===== src/rtl/alarme_pkg.sv =====
// Shared types and default timing for the siren/flasher pattern generator.
package alarme_pkg;

    typedef enum logic [1:0] {
        IDLE = 2'd0,
        ON   = 2'd1,
        OFF  = 2'd2,
        COOL = 2'd3
    } state_t;

    localparam int ON_CYCLES       = 4;
    localparam int OFF_CYCLES      = 4;
    localparam int MAX_BURSTS      = 3;
    localparam int COOLDOWN_CYCLES = 10;

    function automatic int max3(input int a, input int b, input int c);
        int m;
        m = (a > b) ? a : b;
        return (m > c) ? m : c;
    endfunction

endpackage


===== src/rtl/alarme_sirene_timer.sv =====
// Loadable down-counter shared by the ON, OFF and COOL phases; done marks the last clock of a phase.
module alarme_timer #(
    parameter int W = 4
) (
    input  logic         clock,
    input  logic         reset,
    input  logic         load,
    input  logic [W-1:0] load_val,
    output logic         done
);

    logic [W-1:0] cnt_reg;

    always_ff @(posedge clock) begin
        if (!reset) begin
            cnt_reg <= '0;
        end else if (load) begin
            cnt_reg <= load_val;
        end else if (cnt_reg != '0) begin
            cnt_reg <= cnt_reg - 1'b1;
        end
    end

    assign done = (cnt_reg == '0);

endmodule


===== src/rtl/alarme_sirene.sv =====
// Turns the alarm level into ON/OFF siren bursts, caps the burst count and then forces a cooldown.
module alarme_sirene
    import alarme_pkg::*;
#(
    parameter int ON_CYCLES       = alarme_pkg::ON_CYCLES,
    parameter int OFF_CYCLES      = alarme_pkg::OFF_CYCLES,
    parameter int MAX_BURSTS      = alarme_pkg::MAX_BURSTS,
    parameter int COOLDOWN_CYCLES = alarme_pkg::COOLDOWN_CYCLES,
    localparam int NB_W           = $clog2(MAX_BURSTS + 1)
) (
    input  logic            clock,
    input  logic            reset,
    input  logic            alarme,
    input  logic            ignicao,
    output logic            sirene,
    output logic            pisca,
    output logic            ativo,
    output logic [NB_W-1:0] n_bursts
);

    localparam int CNT_W = $clog2(max3(ON_CYCLES, OFF_CYCLES, COOLDOWN_CYCLES) + 1);

    // The timer is loaded with N-1 on entry so done falls on the phase's last clock.
    localparam logic [CNT_W-1:0] ON_LOAD   = CNT_W'(ON_CYCLES - 1);
    localparam logic [CNT_W-1:0] OFF_LOAD  = CNT_W'(OFF_CYCLES - 1);
    localparam logic [CNT_W-1:0] COOL_LOAD = CNT_W'(COOLDOWN_CYCLES - 1);
    localparam logic [NB_W-1:0]  NB_MAX    = NB_W'(MAX_BURSTS);

    state_t            state_reg, state_next;
    logic [NB_W-1:0]   nb_reg, nb_next;
    logic              sirene_reg, pisca_reg, ativo_reg;
    logic              timer_load, timer_done;
    logic [CNT_W-1:0]  timer_val;

    alarme_timer #(.W(CNT_W)) u_timer (
        .clock    (clock),
        .reset    (reset),
        .load     (timer_load),
        .load_val (timer_val),
        .done     (timer_done)
    );

    always_ff @(posedge clock) begin
        if (!reset) begin
            state_reg  <= IDLE;
            nb_reg     <= '0;
            sirene_reg <= 1'b0;
            pisca_reg  <= 1'b0;
            ativo_reg  <= 1'b0;
        end else begin
            state_reg  <= state_next;
            nb_reg     <= nb_next;
            sirene_reg <= (state_next == ON);
            pisca_reg  <= (state_next == ON);
            ativo_reg  <= (state_next != IDLE);
        end
    end

    always_comb begin
        state_next = state_reg;
        nb_next    = nb_reg;
        if (ignicao) begin
            state_next = IDLE;
            nb_next    = '0;
        end else begin
            case (state_reg)
                IDLE: begin
                    if (alarme) begin
                        state_next = ON;
                        nb_next    = '0;
                    end
                end
                ON: begin
                    if (timer_done) begin
                        state_next = OFF;
                        nb_next    = (nb_reg == NB_MAX) ? nb_reg : nb_reg + 1'b1;
                    end
                end
                OFF: begin
                    if (timer_done) begin
                        if (nb_reg == NB_MAX) begin
                            state_next = COOL;
                        end else if (alarme) begin
                            state_next = ON;
                        end else begin
                            state_next = IDLE;
                            nb_next    = '0;
                        end
                    end
                end
                COOL: begin
                    // alarme is deliberately not looked at until the cooldown expires
                    if (timer_done) begin
                        state_next = IDLE;
                        nb_next    = '0;
                    end
                end
                default: begin
                    state_next = IDLE;
                    nb_next    = '0;
                end
            endcase
        end
    end

    always_comb begin
        timer_load = (state_next != state_reg);
        timer_val  = '0;
        case (state_next)
            ON:      timer_val = ON_LOAD;
            OFF:     timer_val = OFF_LOAD;
            COOL:    timer_val = COOL_LOAD;
            default: timer_val = '0;
        endcase
    end

    assign sirene   = sirene_reg;
    assign pisca    = pisca_reg;
    assign ativo    = ativo_reg;
    assign n_bursts = nb_reg;

endmodule

===== config.mk =====
export PLATFORM = sky130hd
export DESIGN_NAME = alarme_sirene
export DESIGN_NICKNAME = d
export VERILOG_FILES = /design/src/rtl/alarme_pkg.sv /design/src/rtl/alarme_sirene_timer.sv /design/src/rtl/alarme_sirene.sv
export SDC_FILE = /design/constraint.sdc
export NUM_CORES = 1
export LEC_CHECK = 0
export ABC_AREA = 1
export BUFFER_PORTS_ARGS = -buffer_cell sky130_fd_sc_hd__buf_2
export CORE_AREA = 2 2 39 41
export CTS_CLUSTER_SIZE = 28
export DETAILED_ROUTE_END_ITERATION = 7
export DIE_AREA = 0 0 41 43
export GPL_TIMING_DRIVEN = 0
export HOLD_SLACK_MARGIN = 0.05
export PLACE_DENSITY_LB_ADDON = 0.2
export SETUP_SLACK_MARGIN = 0.5
export SYNTH_ARGS = -nofsm -noshare
export SYNTH_HDL_FRONTEND = slang
export SYNTH_HIERARCHICAL = 1
export SYNTH_SLANG_ARGS = --single-unit

===== constraint.sdc =====
create_clock -name clock -period 2.6 [get_ports clock]
set_clock_uncertainty 0.15 [all_clocks]
set_input_delay 0.52 -clock clock [delete_from_list [all_inputs] [get_ports clock]]
set_output_delay 0.52 -clock clock [all_outputs]
set_load 0.01 [all_outputs]

==> reports/summary.txt, run 1 <==
Drc violations: 0
Die ar.: 1760 um2
CP required: 2.62 ns
Antenna violations before repair: 0
Vias per std cell: 4.99
Placed inst area: 737 um2
Via count: 703
Die H: 43 um
Iteration-0 DRC Markers: 23
Starting Density: 0.489
Vias in the first global route: 536
I/O Buffers: 8
Fillers: 125
Final worst path period share: 0.768
Row count: 14
Fmax: 0.501 GHz
Largest register FFs: 4
Final Max Tran Viols: 0
Largest net degree at the start of global routing: 7
Register area share after synthesis: 0.296
Pwr/cell area: 940 nW/um2
CP cell instances: inv_2 -> ha_4 -> nand2_4 -> nor2_4 -> o21ai_0 -> nand3_1 -> nand2_2 -> nand2_1 -> nand2_1 -> nand2_4 -> inv_4 -> or2_0 -> nand3_1 -> nor2_1
CTS tree: built
Worst-path clk slew: 0.07 ns
Core Region: 1380 um2
Max VDD drop: 0.000561 V
H-tree Lvls: 1
Clock Tree Buf Depth: 2
# setup viols final: 0
Synth top area cells: dfxtp_1 (30%), nand2_1 (17%), ha_1 (9.2%), inv_1 (8.9%), nor2_1 (8.3%)
Total of max-cap violations: 0
TritonCTS Buffers: 3
Top Ports: 9
Tot GR Track Use: 0.180
Routability-driven placement congestion ratio: 0.820
Hold path depth: 3
R2R depth: 14
Cell Area, Synth: 677 um2
Remaining global-route overflow: 0
HP Class: input port to register
First-pass iteration count of the detailed router: 4
Synth Instances: 108
Clk root buf: clkbuf_4
Nets: 135
Yosys top cell by area: dfxtp_1
Max FO, Critical Path: 6
Syn Nets: 117
WL/cell: 9.38 um
Clk_lat worst skew: 0.27 ns
Global-route wire length before repair: 2140 um
Layout area overhead: 26.8%
Post-Syn Area per Cell: 6.27 um2
Clock sink total: 10
Drt total wl: 1320 um
Critical path type: register to register
Synth Warn #: 6
N_diodes: 0
Setup TNS: 0 ns
Share of post-route cells with drive strength above 1: 0.304
Synth cell types: 17
CP max stage delay: 0.33 ns
Worst path top cell family by delay: simple AND/OR/NAND/NOR gates
Worst path bufs/invs: 2
Outcome: completed
Area share of the largest cell type after synthesis: 0.296
Die W: 41 um
Min Clock Period, post-route: 2.00 ns
CP Launch Type: register
Hpwl dp: 958 um
CP Capture Type: register
Tot Pwr: 0.000807 W
Critical path depth in cells: 14
Final instance area: 858 um2
P_leak: 0.471 nW
Flops & latches, synth: 10
Slowest-stage cell, CP: dfxtp_2
Final Hold Fails: 0
Critical Path AT: 2.02 ns
Final ANT Viol Nets: 0
Cts hold-fix bufs: 0
RSZ-0062 raised after global routing: false
==> stage by stage <==
step / hold slack, ns / std cells / setup slack [ns] / util
global route: 0.370 / 141 / 0.475 / 0.620
floorplan: 0.321 / 108 / 0.570 / -
detailed placement: 0.352 / 132 / 0.265 / 0.533
CTS: 0.345 / 136 / 0.504 / 0.573
global placement: 0.349 / 132 / 0.286 / 0.533
finish: 0.343 / 141 / 0.602 / 0.620
==> layer usage <==
| metal | GRT usage | routed length [um] |
|---|---|---|
| met2 | 0.238 | 616 |
| met5 | 0 | 0 |
| met3 | 0.0628 | 64 |
| met1 | 0.248 | 627 |
| met4 | 0.100 | 14 |
==> path summary, 6_finish.rpt <==
check                           from            endpoint  slack (ns)
setup / recovery  u_timer/cnt_reg[0]  u_timer/cnt_reg[3]        0.60
hold / removal                 reset               pisca        0.34
setup reg to reg  u_timer/cnt_reg[0]  u_timer/cnt_reg[3]        0.60
hold reg to reg          n_bursts[0]         n_bursts[0]        0.40
==> repair_timing <==
| action | CTS | global route |
|---|---|---|
| gates resized for setup | 7 | 8 |
| setup endpoints to repair | 4 | 4 |
| hold endpoints to repair | 0 | 0 |
| pin swaps | 0 | 3 |
| setup buffers | 0 | 5 |
==> cell usage after synthesis <==
| cell | n |
|---|---|
| nand3_1 | 7 |
| inv_2 | 3 |
| nand4_1 | 3 |
| nand3_2 | 3 |
| nand2_2 | 3 |
| inv_1 | 16 |
| and2_1 | 1 |
| conb_1 | 1 |
| dfxtp_1 | 10 |
| ha_1 | 5 |
| o21ai_0 | 3 |
| a21oi_2 | 1 |
| buf_4 | 1 |
| nor2_1 | 15 |
| nand2_1 | 31 |
| a21oi_1 | 4 |
| or2_0 | 1 |
==> cells in the final DEF (no fill, tap or decap) <==
| cell type | n |
|---|---|
| o21ai_0 | 3 |
| inv_2 | 3 |
| dfxtp_1 | 8 |
| nor2_4 | 1 |
| buf_4 | 6 |
| nand2_1 | 26 |
| a21oi_2 | 1 |
| dfxtp_2 | 2 |
| and2_1 | 1 |
| ha_1 | 4 |
| nand3_2 | 3 |
| clkbuf_4 | 3 |
| a21oi_1 | 4 |
| ha_4 | 1 |
| nand3_1 | 7 |
| buf_2 | 8 |
| nand2_4 | 2 |
| nor2_1 | 14 |
| conb_1 | 1 |
| nand2_2 | 6 |
| nand4_1 | 3 |
| or2_0 | 1 |
| inv_4 | 1 |
| clkbuf_8 | 1 |
| inv_1 | 15 |
==> where the power goes <==
group | leakage (nW) | switching [W] | internal, W
clock network | 0.0210 | 0.0000598 | 0.0000851
registers | 0.0828 | 0.0000330 | 0.000192
logic | 0.367 | 0.000254 | 0.000183
==> kinds of logic after synthesis <==
| family | share of synthesized area |
|---|---|
| AO/OA/AOI/OAI | 0.0647 |
| other | 0.00554 |
| adder cells (fa/ha/maj) | 0.0924 |
| buffers and inverters | 0.116 |
| AND/OR/NAND/NOR | 0.425 |
| flip-flops | 0.296 |
==> worst min-delay path, cell delays in order <==
cell and delay (ns):
buf_2 0.12, nand2_1 0.06, inv_1 0.04
==> final cells by class <==
type,count,area [um2],area share
clock buffers,4,36.3,0.0423
inverters,19,73.8,0.0860
multi-input cells,78,440,0.513
repair buffers,13,77.6,0.0904
plain buffers,1,7.51,0.00875
flip-flops and latches,10,203,0.236
well taps,16,20.0,0.0233
Note: power is estimated with default switching activity, not from simulation.
==> run 2: changes to the inputs <==
- ABC_AREA: 1 -> 0
- clock period: 2.6 -> 1.9 ns (I/O delays scaled with it)
==> run 2 against run 1 <==
The flow now finishes with violations (negative setup slack). Fmax grew 4.2%. Combinational power grew 41%. Sequential cell count is the same.
==> reports/summary.txt, run 2 <==
Final Max Tran Viols: 0 (unchanged)
Ys async rst share: 0 (unchanged)
WL/cell: 10.7 um (+14%)
Clk root buf: clkbuf_4
Area share of the largest cell type after synthesis: 0.331 (+0.0355)
Commonest cells after routing, fill and taps aside: buf_4 (14), nand2_1 (8), dfxtp_1 (8), buf_2 (8)
Worst-path clk slew: 0.06 ns (about the same)
Switch Pwr: 0.000365 W (+5.2%)
Global-route wire length before repair: 1850 um (-14%)
# setup viols final: 2 (+2)
Die ar.: 1760 um2 (unchanged)
RSZ-0062 raised after global routing: true
Core Region: 1380 um2 (unchanged)
Number of enable flip-flop cells after synthesis: 0 (unchanged)
Top Ports: 9 (unchanged)
CTS tree: built
Reg area: 203 um2 (unchanged)
Hold path depth: 3 (unchanged)
Final Hold Fails: 0 (unchanged)
Antenna violations before repair: 0 (unchanged)
Clock Tree Buf Depth: 2 (unchanged)
Critical Path AT: 1.96 ns (-0.06 ns)
P_leak: 0.387 nW (-18%)
Largest register FFs: 4 (unchanged)
Fmax: 0.522 GHz (+4.2%)
Routability-driven placement congestion ratio: 0.687 (-16%)
Row count: 14 (unchanged)
Violated checks: negative setup slack
Main synth FF type: dfxtp_1
Register area share after synthesis: 0.331 (+0.0355)
Syn Nets: 79 (-32%)
Top cells by count, synth: dfxtp_1 (10), nand2_1 (8), ha_1 (5), inv_1 (5), nor2b_1 (5)
Remaining global-route overflow: 0 (unchanged)
Vias per std cell: 4.72 (-5.4%)
Pwr/cell area: 1230 nW/um2 (+31%)
M1 WL: 539 um (-14%)
Clk_lat worst skew: 0.26 ns (about the same)
Flops & latches, synth: 10 (unchanged)
Clock network power share: 0.134 (-0.046)
Cts hold-fix bufs: 0 (unchanged)
Top routing layer used: met4
Int Pwr: 0.000687 W (+49%)
Synth Warn #: 6 (unchanged)
Most common cell after layout, fill and taps aside: buf_4
H-tree Lvls: 1 (unchanged)
Fillers: 125 (unchanged)
Post-Syn Area per Cell: 8.63 um2 (+38%)
Final Core Density: 0.616 (-0.00452)
Gate power share: 0.586 (+0.045)
Worst hold slack: 0.282 ns (-0.0603 ns)
I/O Buffers: 8 (unchanged)
Outcome: complete, but fails checks
Synth top area cells: dfxtp_1 (33%), ha_1 (10%), nor2b_1 (5.2%), nand2_1 (5.0%), mux2i_1 (3.3%)
R2R depth: 10 (-4)
Hpwl dp: 769 um (-20%)
Largest net degree at the start of global routing: 11 (+4)
Switching share of power: 0.347 (-0.0831)
Nets: 105 (-22%)
CP Launch Type: register
Synth cell types: 28 (+11)
Min Clock Period, post-route: 1.92 ns (-0.0804 ns)
CP required: 1.94 ns (-0.68 ns)
Share of post-route cells with drive strength above 1: 0.500 (+0.196)
N_diodes: 0 (unchanged)
Drt total wl: 1180 um (-11%)
Die W: 41 um (unchanged)
Max VDD drop: 0.000908 V (+62%)
Post-route setup slack: -0.0173 ns (-0.620 ns)
Total of max-cap violations: 0 (unchanged)
Via count: 519 (-26%)
Iteration-0 DRC Markers: 4 (-83%)
Synth Instances: 70 (-35%)
Drc violations: 0 (unchanged)
Final ANT Viol Nets: 0 (unchanged)
CP Capture Type: register
Die H: 43 um (unchanged)
Seq pwr share: 0.280 (about the same)
Tot Pwr: 0.00105 W (+30%)
Vias in the first global route: 459 (-14%)
Multi-input gate area: 439 um2 (-0.28%)
Cell Area, Synth: 604 um2 (-11%)
First-pass iteration count of the detailed router: 4 (unchanged)
Clock sink total: 10 (unchanged)
Met2 WL: 598 um (-2.9%)
Layout area overhead: 41.0%
Critical path type: register to register
Met3 wire len: 28 um (-56%)
HP Class: input port to register
Top-count cell post-synth: dfxtp_1
Starting Density: 0.437 (-0.0524)
Final worst path period share: 1.01 (+0.241)
TritonCTS Buffers: 3 (unchanged)
Yosys top cell by area: dfxtp_1
Max FO, Critical Path: 3 (-3)
Tot GR Track Use: 0.159 (-0.0215)
## run 2: final timing paths
kind                        end  slack [ns]                from
max          u_timer/cnt_reg[1]       -0.02  u_timer/cnt_reg[1]
min          u_timer/cnt_reg[1]        0.28               reset
max reg2reg  u_timer/cnt_reg[1]       -0.02  u_timer/cnt_reg[1]
min reg2reg         n_bursts[1]        0.33         n_bursts[1]
## run 2: per-layer routing
metal | up-vias | track usage
li1 | 284 | -
met1 | 228 | 0.211
met2 | 5 | 0.216
met3 | 2 | 0.0314
met4 | 0 | 0.120
met5 | - | 0
## run 2: metrics by stage
stage,TNS (ns),setup slack (ns),cell area [um2],std cells
6_report,-0.0183,-0.0173,852,110
5_1_grt,-0.328,-0.118,852,110
4_1_cts,-0.0455,-0.0323,822,107
3_5_place_dp,-0.812,-0.307,686,94
3_3_place_gp,-0.749,-0.296,686,94
2_1_floorplan,-0.156,-0.119,626,70
## run 2: cell type report
| cell class | instances | area share |
|---|---|---|
| plain buffers | 1 | 0.00881 |
| inverters | 6 | 0.0264 |
| repair buffers | 21 | 0.162 |
| well taps | 16 | 0.0235 |
| multi-input cells | 53 | 0.515 |
| clock buffers | 3 | 0.0264 |
| flip-flops and latches | 10 | 0.238 |
## run 2: repair_timing
| item | 4_1_cts | 5_1_grt |
|---|---|---|
| endpoints found under the setup margin | 10 | 10 |
| pin swaps | 4 | 2 |
| buffers inserted | 10 | 3 |
| gates resized for setup | 10 | 2 |
## run 2: critical path, cell delays in order, from the launching register on
cell,delay (ns)
dfxtp_2,0.32
inv_2,0.07
ha_4,0.13
nor3b_4,0.23
inv_2,0.05
a211o_1,0.29
a21oi_4,0.16
inv_2,0.06
ha_4,0.26
nand3_2,0.07
o21ai_2,0.06
## run 2: power groups by stage
stage	Combinational [W]	Clock [W]	Sequential (W)
detailed placement	0.000380	0	0.000302
global route	0.000683	0.000158	0.000297
floorplan	0.000320	0	0.000297
CTS	0.000557	0.000146	0.000294
global placement	0.000375	0	0.000300
finish	0.000617	0.000141	0.000295
## run 2: cell families after synthesis
| group | count (synthesis) | share of synthesized area |
|---|---|---|
| AND/OR/NAND/NOR | 28 | 0.273 |
| AO/OA/AOI/OAI | 14 | 0.155 |
| flip-flops | 10 | 0.331 |
| buffers and inverters | 7 | 0.0497 |
| adder cells (fa/ha/maj) | 5 | 0.104 |
| multiplexers | 3 | 0.0518 |
| XOR/XNOR | 2 | 0.0290 |
| other | 1 | 0.00621 |
==> run 3: changes to the inputs <==
- clock period: 1.9 -> 1.5 ns (I/O delays scaled with it)
==> run 3 against run 2 <==
The flow still finishes with violations (negative setup slack). Fmax down 0.35%. Global-route usage up 0.20 points. Total power rose by 28%. Via count is 1.9% higher. Sequential share of layout area shrank 0.45 points. First-iteration DRC count increased by 130%. Design area up 3.8%. Final cell count unchanged. Clock power up 27%. Critical path depth stayed put. Largest cell class unchanged.
==> reports/summary.txt, run 3 (synthesis results as in run 2) <==
Final worst path period share: 1.28 (+0.274)
Fmax: 0.520 GHz (-0.35%)
FF-to-FF setup slack: -0.42 ns (-0.41 ns)
CTS tree: built
Min Clock Period, post-route: 1.92 ns (+0.00683 ns)
Global-route wire length before repair: 1880 um (+1.5%)
First-pass iteration count of the detailed router: 4 (unchanged)
Die H: 43 um (unchanged)
Commonest cells after routing, fill and taps aside: buf_4 (13), nand2_1 (8)
HP Class: input port to register
Worst path bufs/invs: 3 (unchanged)
Final Max Tran Viols: 0 (unchanged)
Final Hold Fails: 0 (unchanged)
Worst hold slack: 0.201 ns (-0.0809 ns)
Final instance area: 885 um2 (+3.8%)
Pre-CTS WS: -0.707 ns (-0.400 ns)
Tot GR Track Use: 0.161 (+0.00202)
Placed inst area: 686 um2 (unchanged)
Drc violations: 0 (unchanged)
CP cell instances: inv_2 -> ha_4 -> nor3b_4 -> inv_2 -> a211o_1 -> a21oi_4 -> inv_2 -> ha_4 -> nand3_2 -> o21ai_2
WL/cell: 11.0 um (+2.7%)
Largest net degree at the start of global routing: 11 (unchanged)
Remaining global-route overflow: 0 (unchanged)
TritonCTS Buffers: 3 (unchanged)
Cell mode on critical path: inv_2
Drt total wl: 1210 um (+2.7%)
Total of max-cap violations: 0 (unchanged)
Nets: 105 (unchanged)
Vias in the first global route: 466 (+1.5%)
Fillers: 119 (-4.8%)
Vias per std cell: 4.81 (+1.9%)
Clock sink total: 10 (unchanged)
Largest register FFs: 4 (unchanged)
P_leak: 0.393 nW (+1.3%)
Max FO, Critical Path: 3 (unchanged)
Clock Tree Buf Depth: 2 (unchanged)
Pwr/cell area: 1520 nW/um2 (+23%)
# setup viols final: 10 (+8)
Layout area overhead: 46.4%
Critical Path AT: 1.97 ns (about the same)
N_diodes: 0 (unchanged)
Clk root buf: clkbuf_4
Clk_lat worst skew: 0.26 ns (about the same)
Hpwl dp: 769 um (unchanged)
Top Ports: 9 (unchanged)
I/O Buffers: 8 (unchanged)
Most common cell after layout, fill and taps aside: buf_4
Final ANT Viol Nets: 0 (unchanged)
CP Launch Type: register
Worst path top cell family by delay: compound AO/OA/AOI/OAI gates
Final Core Density: 0.639 (+0.0235)
Starting Density: 0.437 (unchanged)
H-tree Lvls: 1 (unchanged)
Outcome: complete, but fails checks
RSZ-0062 raised after global routing: true
Max VDD drop: 0.00108 V (+19%)
Iteration-0 DRC Markers: 9 (+5)
Slowest-stage cell, CP: dfxtp_2
CP required: 1.54 ns (-0.40 ns)
Critical path type: register to register
Row count: 14 (unchanged)
Worst-path clk slew: 0.06 ns (about the same)
Core Region: 1380 um2 (unchanged)
Routability-driven placement congestion ratio: 0.687 (unchanged)
Via count: 529 (+1.9%)
Violated checks: negative setup slack
Share of post-route cells with drive strength above 1: 0.532 (+0.0319)
Antenna violations before repair: 0 (unchanged)
Die W: 41 um (unchanged)
CP max stage delay: 0.32 ns (about the same)
CP Capture Type: register
Die ar.: 1760 um2 (unchanged)
Post-route setup slack: -0.424 ns (-0.407 ns)
==> run 3: cell counts in the layout (fill, tap and decap cells not counted) <==
Identical to the previous run, type by type.
==> run 3: cell type report <==
class	instances	area, um2	area share
Inverter	6	22.5	0.0255
Buffer	1	11.3	0.0127
Timing Repair Buffer	21	163	0.184
Tap cell	16	20.0	0.0226
Clock buffer	3	22.5	0.0255
Multi-Input combinational cell	53	439	0.496
Sequential cell	10	206	0.233
==> run 3: what timing repair did <==
item                                    4_1_cts  5_1_grt
setup buffers                                10        3
gates cloned                                  0        0
endpoints found under the hold margin         0        0
endpoints found under the setup margin       15       15
gates resized for setup                      17        3
pin swaps                                     4        2
hold buffers                                  0        0
==> run 3: final timing paths <==
| kind | start | to | cells after the start |
|---|---|---|---|
| worst max-delay path | u_timer/cnt_reg[1] | u_timer/cnt_reg[1] | 10 |
| worst min-delay path | reset | u_timer/cnt_reg[1] | 3 |
| worst max register to register | u_timer/cnt_reg[1] | u_timer/cnt_reg[1] | 10 |
| worst min register to register | n_bursts[0] | n_bursts[0] | 2 |
==> run 3: where the power goes <==
group          internal (W)  total (W)  switching [W]
sequential         0.000322   0.000374      0.0000521
combinational      0.000463   0.000794       0.000331
clock             0.0000925   0.000179      0.0000865
total              0.000878    0.00135       0.000469
==> run 3: through the flow <==
stage	power, W	setup TNS, ns	instances
after CTS	0.00127	-2.75	107
after global placement	0.000855	-3.86	94
after global routing	0.00145	-3.84	110
after floorplan	0.000781	-2.31	70
final	0.00135	-2.81	110
after detailed placement	0.000864	-3.89	94
==> run 3: worst min-delay path, delay by kind of cell <==
kind | cells | cell delay [ns]
AOI/OAI and AO/OA | 1 | 0.04
buffers and inverters | 1 | 0.15
and+or+nand+nor | 1 | 0.08
==> run 3: metal layers <==
metal,GRT usage,vias up,wire (um)
li1,-,284,-
met1,0.218,236,543
met2,0.216,7,625
met3,0.0314,2,29
met4,0.120,0,11
met5,0,-,0
